`src/rtl/player_motion_ctrl.sv`:
```
// Player square position controller: frame-rate movement from the decoded keycode,
// ESC pause toggle and a timed freeze after each respawn.
module player_motion_ctrl #(
    parameter int W         = 10,
    parameter int X_MIN     = 0,
    parameter int X_MAX     = 639,
    parameter int Y_MIN     = 0,
    parameter int Y_MAX     = 479,
    parameter int X_START   = 40,
    parameter int Y_START   = 240,
    parameter int STEP      = 2,
    parameter int FREEZE_FR = 30
) (
    input  logic         Clk,
    input  logic         Reset_n,
    input  logic         frame_clk,
    input  logic [15:0]  keycode,
    input  logic         respawn,
    output logic [W-1:0] player_x,
    output logic [W-1:0] player_y,
    output logic         paused,
    output logic         frozen,
    output logic         moving
);
    // state  | meaning
    // PLAY   | player moves by STEP on each frame tick
    // PAUSED | position held until the next ESC press
    // FREEZE | position held for FREEZE_FR frame ticks after a respawn
    typedef enum logic [1:0] {PLAY, PAUSED, FREEZE} state_t;

    localparam int CW = $clog2(FREEZE_FR + 1);
    localparam logic [W:0]    X_MIN_E  = (W+1)'(X_MIN);
    localparam logic [W:0]    X_MAX_E  = (W+1)'(X_MAX);
    localparam logic [W:0]    Y_MIN_E  = (W+1)'(Y_MIN);
    localparam logic [W:0]    Y_MAX_E  = (W+1)'(Y_MAX);
    localparam logic [W:0]    STEP_E   = (W+1)'(STEP);
    localparam logic [W-1:0]  X_ST     = W'(X_START);
    localparam logic [W-1:0]  Y_ST     = W'(Y_START);
    localparam logic [CW-1:0] FRZ_LOAD = CW'(FREEZE_FR);
    localparam logic [CW-1:0] CNT_ONE  = CW'(1);

    state_t        state_q, state_d;
    logic [W-1:0]  x_q, x_d, y_q, y_d;
    logic [CW-1:0] cnt_q, cnt_d;
    logic          moving_q, moving_d;
    logic          paused_q, frozen_q;
    logic          sync1_q, sync2_q, tick_prev_q, esc_prev_q;

    logic          frame_tick, esc_now, esc_edge;
    logic          go_l, go_r, go_u, go_d;
    logic [W:0]    x_e, y_e, x_mv, y_mv;
    logic [W-1:0]  x_new, y_new;
    logic          changed;

    assign frame_tick = sync2_q & ~tick_prev_q;
    assign esc_now    = (keycode == 16'h0029);
    assign esc_edge   = esc_now & ~esc_prev_q;

    always_comb begin
        go_l = 1'b0;
        go_r = 1'b0;
        go_u = 1'b0;
        go_d = 1'b0;
        case (keycode)
            16'h0004: go_l = 1'b1;
            16'h0007: go_r = 1'b1;
            16'h0016: go_d = 1'b1;
            16'h001A: go_u = 1'b1;
            16'h1A04: begin go_u = 1'b1; go_l = 1'b1; end
            16'h0416: begin go_d = 1'b1; go_l = 1'b1; end
            16'h1607: begin go_d = 1'b1; go_r = 1'b1; end
            16'h071A: begin go_u = 1'b1; go_r = 1'b1; end
            default: ;
        endcase
    end

    // One spare bit so the +STEP sum cannot wrap before the clamp compare.
    always_comb begin
        x_e = {1'b0, x_q};
        y_e = {1'b0, y_q};
        if (go_l)      x_mv = (x_e < X_MIN_E + STEP_E) ? X_MIN_E : x_e - STEP_E;
        else if (go_r) x_mv = (x_e + STEP_E > X_MAX_E) ? X_MAX_E : x_e + STEP_E;
        else           x_mv = x_e;
        if (go_u)      y_mv = (y_e < Y_MIN_E + STEP_E) ? Y_MIN_E : y_e - STEP_E;
        else if (go_d) y_mv = (y_e + STEP_E > Y_MAX_E) ? Y_MAX_E : y_e + STEP_E;
        else           y_mv = y_e;
        x_new   = x_mv[W-1:0];
        y_new   = y_mv[W-1:0];
        changed = (x_new != x_q) || (y_new != y_q);
    end

    always_comb begin
        state_d  = state_q;
        x_d      = x_q;
        y_d      = y_q;
        cnt_d    = cnt_q;
        moving_d = moving_q;
        case (state_q)
            PLAY: begin
                if (respawn) begin
                    x_d      = X_ST;
                    y_d      = Y_ST;
                    cnt_d    = FRZ_LOAD;
                    moving_d = 1'b0;
                    state_d  = FREEZE;
                end else if (esc_edge) begin
                    state_d = PAUSED;
                    if (frame_tick) moving_d = 1'b0;
                end else if (frame_tick) begin
                    x_d      = x_new;
                    y_d      = y_new;
                    moving_d = changed;
                end
            end
            PAUSED: begin
                moving_d = 1'b0;
                if (esc_edge) state_d = PLAY;
            end
            FREEZE: begin
                moving_d = 1'b0;
                if (respawn) begin
                    cnt_d = FRZ_LOAD;
                end else if (frame_tick) begin
                    if (cnt_q <= CNT_ONE) begin
                        cnt_d   = '0;
                        state_d = PLAY;
                    end else begin
                        cnt_d = cnt_q - CNT_ONE;
                    end
                end
            end
            default: state_d = PLAY;
        endcase
    end

    always_ff @(posedge Clk or negedge Reset_n) begin
        if (!Reset_n) begin
            state_q     <= PLAY;
            x_q         <= X_ST;
            y_q         <= Y_ST;
            cnt_q       <= '0;
            moving_q    <= 1'b0;
            paused_q    <= 1'b0;
            frozen_q    <= 1'b0;
            sync1_q     <= 1'b0;
            sync2_q     <= 1'b0;
            tick_prev_q <= 1'b0;
            esc_prev_q  <= 1'b0;
        end else begin
            state_q     <= state_d;
            x_q         <= x_d;
            y_q         <= y_d;
            cnt_q       <= cnt_d;
            moving_q    <= moving_d;
            paused_q    <= (state_q == PAUSED);
            frozen_q    <= (state_q == FREEZE);
            sync1_q     <= frame_clk;
            sync2_q     <= sync1_q;
            tick_prev_q <= sync2_q;
            esc_prev_q  <= esc_now;
        end
    end

    assign player_x = x_q;
    assign player_y = y_q;
    assign paused   = paused_q;
    assign frozen   = frozen_q;
    assign moving   = moving_q;
endmodule
```
`config.mk`:
```
export PLATFORM = sky130hd
export DESIGN_NAME = player_motion_ctrl
export DESIGN_NICKNAME = d
export VERILOG_FILES = /design/src/rtl/player_motion_ctrl.sv
export SDC_FILE = /design/constraint.sdc
export NUM_CORES = 1
export LEC_CHECK = 0
export CAP_MARGIN = 20
export CORE_MARGIN = 2
export CORE_UTILIZATION = 53
export DETAILED_ROUTE_END_ITERATION = 8
export DONT_BUFFER_PORTS = 1
export MAX_ROUTING_LAYER = met4
export PLACE_DENSITY = 0.68
export SLEW_MARGIN = 10
export SYNTH_ARGS = -nofsm -noshare
export SYNTH_HDL_FRONTEND = slang
export SYNTH_SLANG_ARGS = --single-unit
export TNS_END_PERCENT = 100
```
`constraint.sdc`:
```
create_clock -name Clk -period 3.7 [get_ports Clk]
set_clock_uncertainty 0.05 [all_clocks]
set_input_delay 0.555 -clock Clk [delete_from_list [all_inputs] [get_ports Clk]]
set_output_delay 0.555 -clock Clk [all_outputs]
set_load 0.02 [all_outputs]
```
==> metrics.cfg <==
[outcome]
status = complete, no violations

[synth]
synth_nets = 452
async_reset_ff_frac = 1.000
synthXorXnorAreaFrac = 0.01366
synth_top_family_by_area = simple AND/OR/NAND/NOR gates
synth-simple-area-share = 0.3121
netlist_top_cells_count = 43 x nand2_1, 35 x nor2_1, 34 x o21ai_0, 31 x a21oi_1, 28 x dfrtp_1
synth_area_sq_mm = 0.003207
synth_cells = 421
yosys.cell_count.top_type = nand2_1
synth.distinct_cells = 74
ys.flop_type = dfrtp_1
synth.top_cell.area_share = 0.2185
synth-compound-area-share = 0.2996
avgSynthCellArea_sq_um = 7.617
yosysTopAreaCell = dfrtp_1
ys_seq_area_frac = 0.2677
ys_top_cells_by_area = dfrtp_1 22%, o21ai_0 5.3%, nand2_1 5.0%
synth_mux_area_frac = 0.01053
yosysWarnings = 0
synthAdderAreaFrac = 0.04292
synth_edf_count = 0
ys_ff_latch = 34

[sta]
rsz0062_at_grt = false
timing.final.crit_share = 0.8731
tns_ns = 0
slew_viol_final = 0
setup_viol = 0
fmax_ghz = 0.3096
relSlewSlack = 0.2991
tightest_slew_ns = 1.040
fin_crit_ns = 3.230
hold_viol_final = 0
hold_ws_ns = 0.03474

[die]
die_h_um = 81.79
initial_utilization = 0.5449
core_sq_mm = 0.005886
fp.dieW_um = 81.79
num_rows = 28
ios = 43
dieArea_sq_mm = 0.006689

[cts]
cts.sinks = 34
cts_tree = yes
clk_pin_slew_ns = 0.08
cts_buffers = 5
ctsResizeCount = 0
insertion_delay_ns = 0.29
htree_levels = 2
root_buffer = clkbuf_8
clk_path_buf_depth = 2

[finish]
syn_to_final_growth_pct = 4.760
design_area_sq_mm = 0.003359
nets = 444
instances_no_fill = 489
drive_gt1_frac = 0.1111
fillers = 550
antenna_cells = 0

[route]
drt_iter0_markers = 319
drcViolationCount = 0
num_vias = 3284
top_layer = met4
wire_per_inst_um = 19.03
ant_nets = 0
routed_wl_um = 9304
firstDrtPassIters = 5
wl_met2_um = 4375
met3_length_um = 687
viasPerCell = 6.716
m1WireLength_um = 3938

[setup_path]
startpoint = player_y[2]
worstReg2RegEnd = moving
cp-end-kind = flip-flop
crit_fanout = 12
cp.arrival_ns = 3.33
slowest_delay_ns = 0.68
r2r_slack_ns = 0.47
crit_chain = ha_1 > and4_1 > a211oi_1 > a2111oi_0 > o22ai_1 > a211oi_1 > o2111ai_1 > nor4bb_1 > a41oi_2
critPathCapture = moving
reg2regPathDepth = 9
cpMostUsedCell = a211oi_1
critPathLaunchType = flip-flop
r2r_start = player_y[2]
required_ns = 3.80
crit_slowest_cell = dfrtp_1
worst-setup-path-type = reg2reg

[place]
portBuffers = 0
globalplace.congestion = 0.9399
place_inst = 480
dp_hpwl_um = 6700
place_area_sq_mm = 0.003257

[grt]
gr-total-overflow = 0
antenna_found_initial = 0
grt_pass1_vias = 2981
grt_max_degree = 29
grt_pass1_wl_um = 14780
grtUsageTotal = 0.2951

[power_and_ir_drop]
pwr_density_cell_mw_per_mm2 = 270.6
fin_total_pwr_w = 0.0009091
irDropWorstVdd_mv = 0.1809
leakagePower_nw = 1.228

[min_path]
hold_path.class = in2async

[flow_run]
drv_cap = 0

[timing repair]
action	in CTS	in global routing
setup buffers	0	0
hold buffers	1	0
endpoints found under the hold margin	28	0
[worst min-delay path by stage]
stage	startpoint	to
finish	Reset_n	player_y[2]
global route	Reset_n	player_y[4]
detailed placement	Reset_n	cnt_q[0]
global placement	Reset_n	cnt_q[0]
floorplan	Reset_n	cnt_q[0]
CTS	Reset_n	player_y[2]
[cell type report]
type / count / area (sq um) / area share
tap: 75 / 93.84 / 0.02793
clock inverter: 2 / 10.01 / 0.002980
timing repair buffer: 10 / 87.58 / 0.02607
sequential: 34 / 858.3 / 0.2555
clock buffer: 6 / 72.57 / 0.02160
multi-input combinational: 346 / 2177 / 0.6480
inverter: 16 / 60.06 / 0.01788
[cells by family (layout without fill, tap and decap cells)]
| group | Yosys count | after routing |
|---|---|---|
| simple gates | 184 | 184 |
| compound gates | 143 | 143 |
| buf+inv | 41 | 34 |
| flops | 34 | 34 |
| fa+ha+maj | 11 | 11 |
| xor+xnor | 5 | 5 |
| mux | 3 | 3 |
[per-stage QoR]
stage	util	worst slack, ns
6_report	0.5708	0.4695
3_5_place_dp	0.5534	0.5544
2_1_floorplan	-	0.9316
5_1_grt	0.5708	0.1729
3_3_place_gp	0.5534	0.5367
4_1_cts	0.5708	0.5259
[flip-flops by register name, indices dropped and copies added, names as in the netlist]
| signal | count |
|---|---|
| moving | 1 |
| frozen | 1 |
| player_y | 10 |
| paused | 1 |
| tick_prev_q | 1 |
| sync2_q | 1 |
| player_x | 10 |
| esc_prev_q | 1 |
| sync1_q | 1 |
| cnt_q | 5 |
| state_q | 2 |
[cell usage in the layout (no fill, tap or decap), drive strengths merged, types with 7 or more instances in the layout]
cell type and count:
nand2 43, o21ai 43, nor2 35, a21oi 32, dfrtp 28, nor3 23, inv 16, nand3 13
ha 11, buf 10, and2 9, nand4 8, and3 8, or3 8, nor4 7
[where the power goes]
group	total (W)	switching, W	internal [W]
Combinational	0.000214	0.000137	0.0000768
Sequential	0.000418	0.0000245	0.000394
Clock	0.000277	0.000146	0.000131
[routing by layer]
| layer | vias up | track usage |
|---|---|---|
| li1 | 1567 | - |
| met1 | 1534 | 0.3806 |
| met2 | 163 | 0.4634 |
| met3 | 20 | 0.05055 |
| met4 | 0 | 0.1117 |
| met5 | - | - |
[critical path, delay by kind of cell (launching register included)]
family	cells	cell delay, ns
fa+ha+maj	1	0.48
flops	1	0.68
simple gates	2	0.66
compound gates	6	1.22
(Power assumes the default switching activity.)
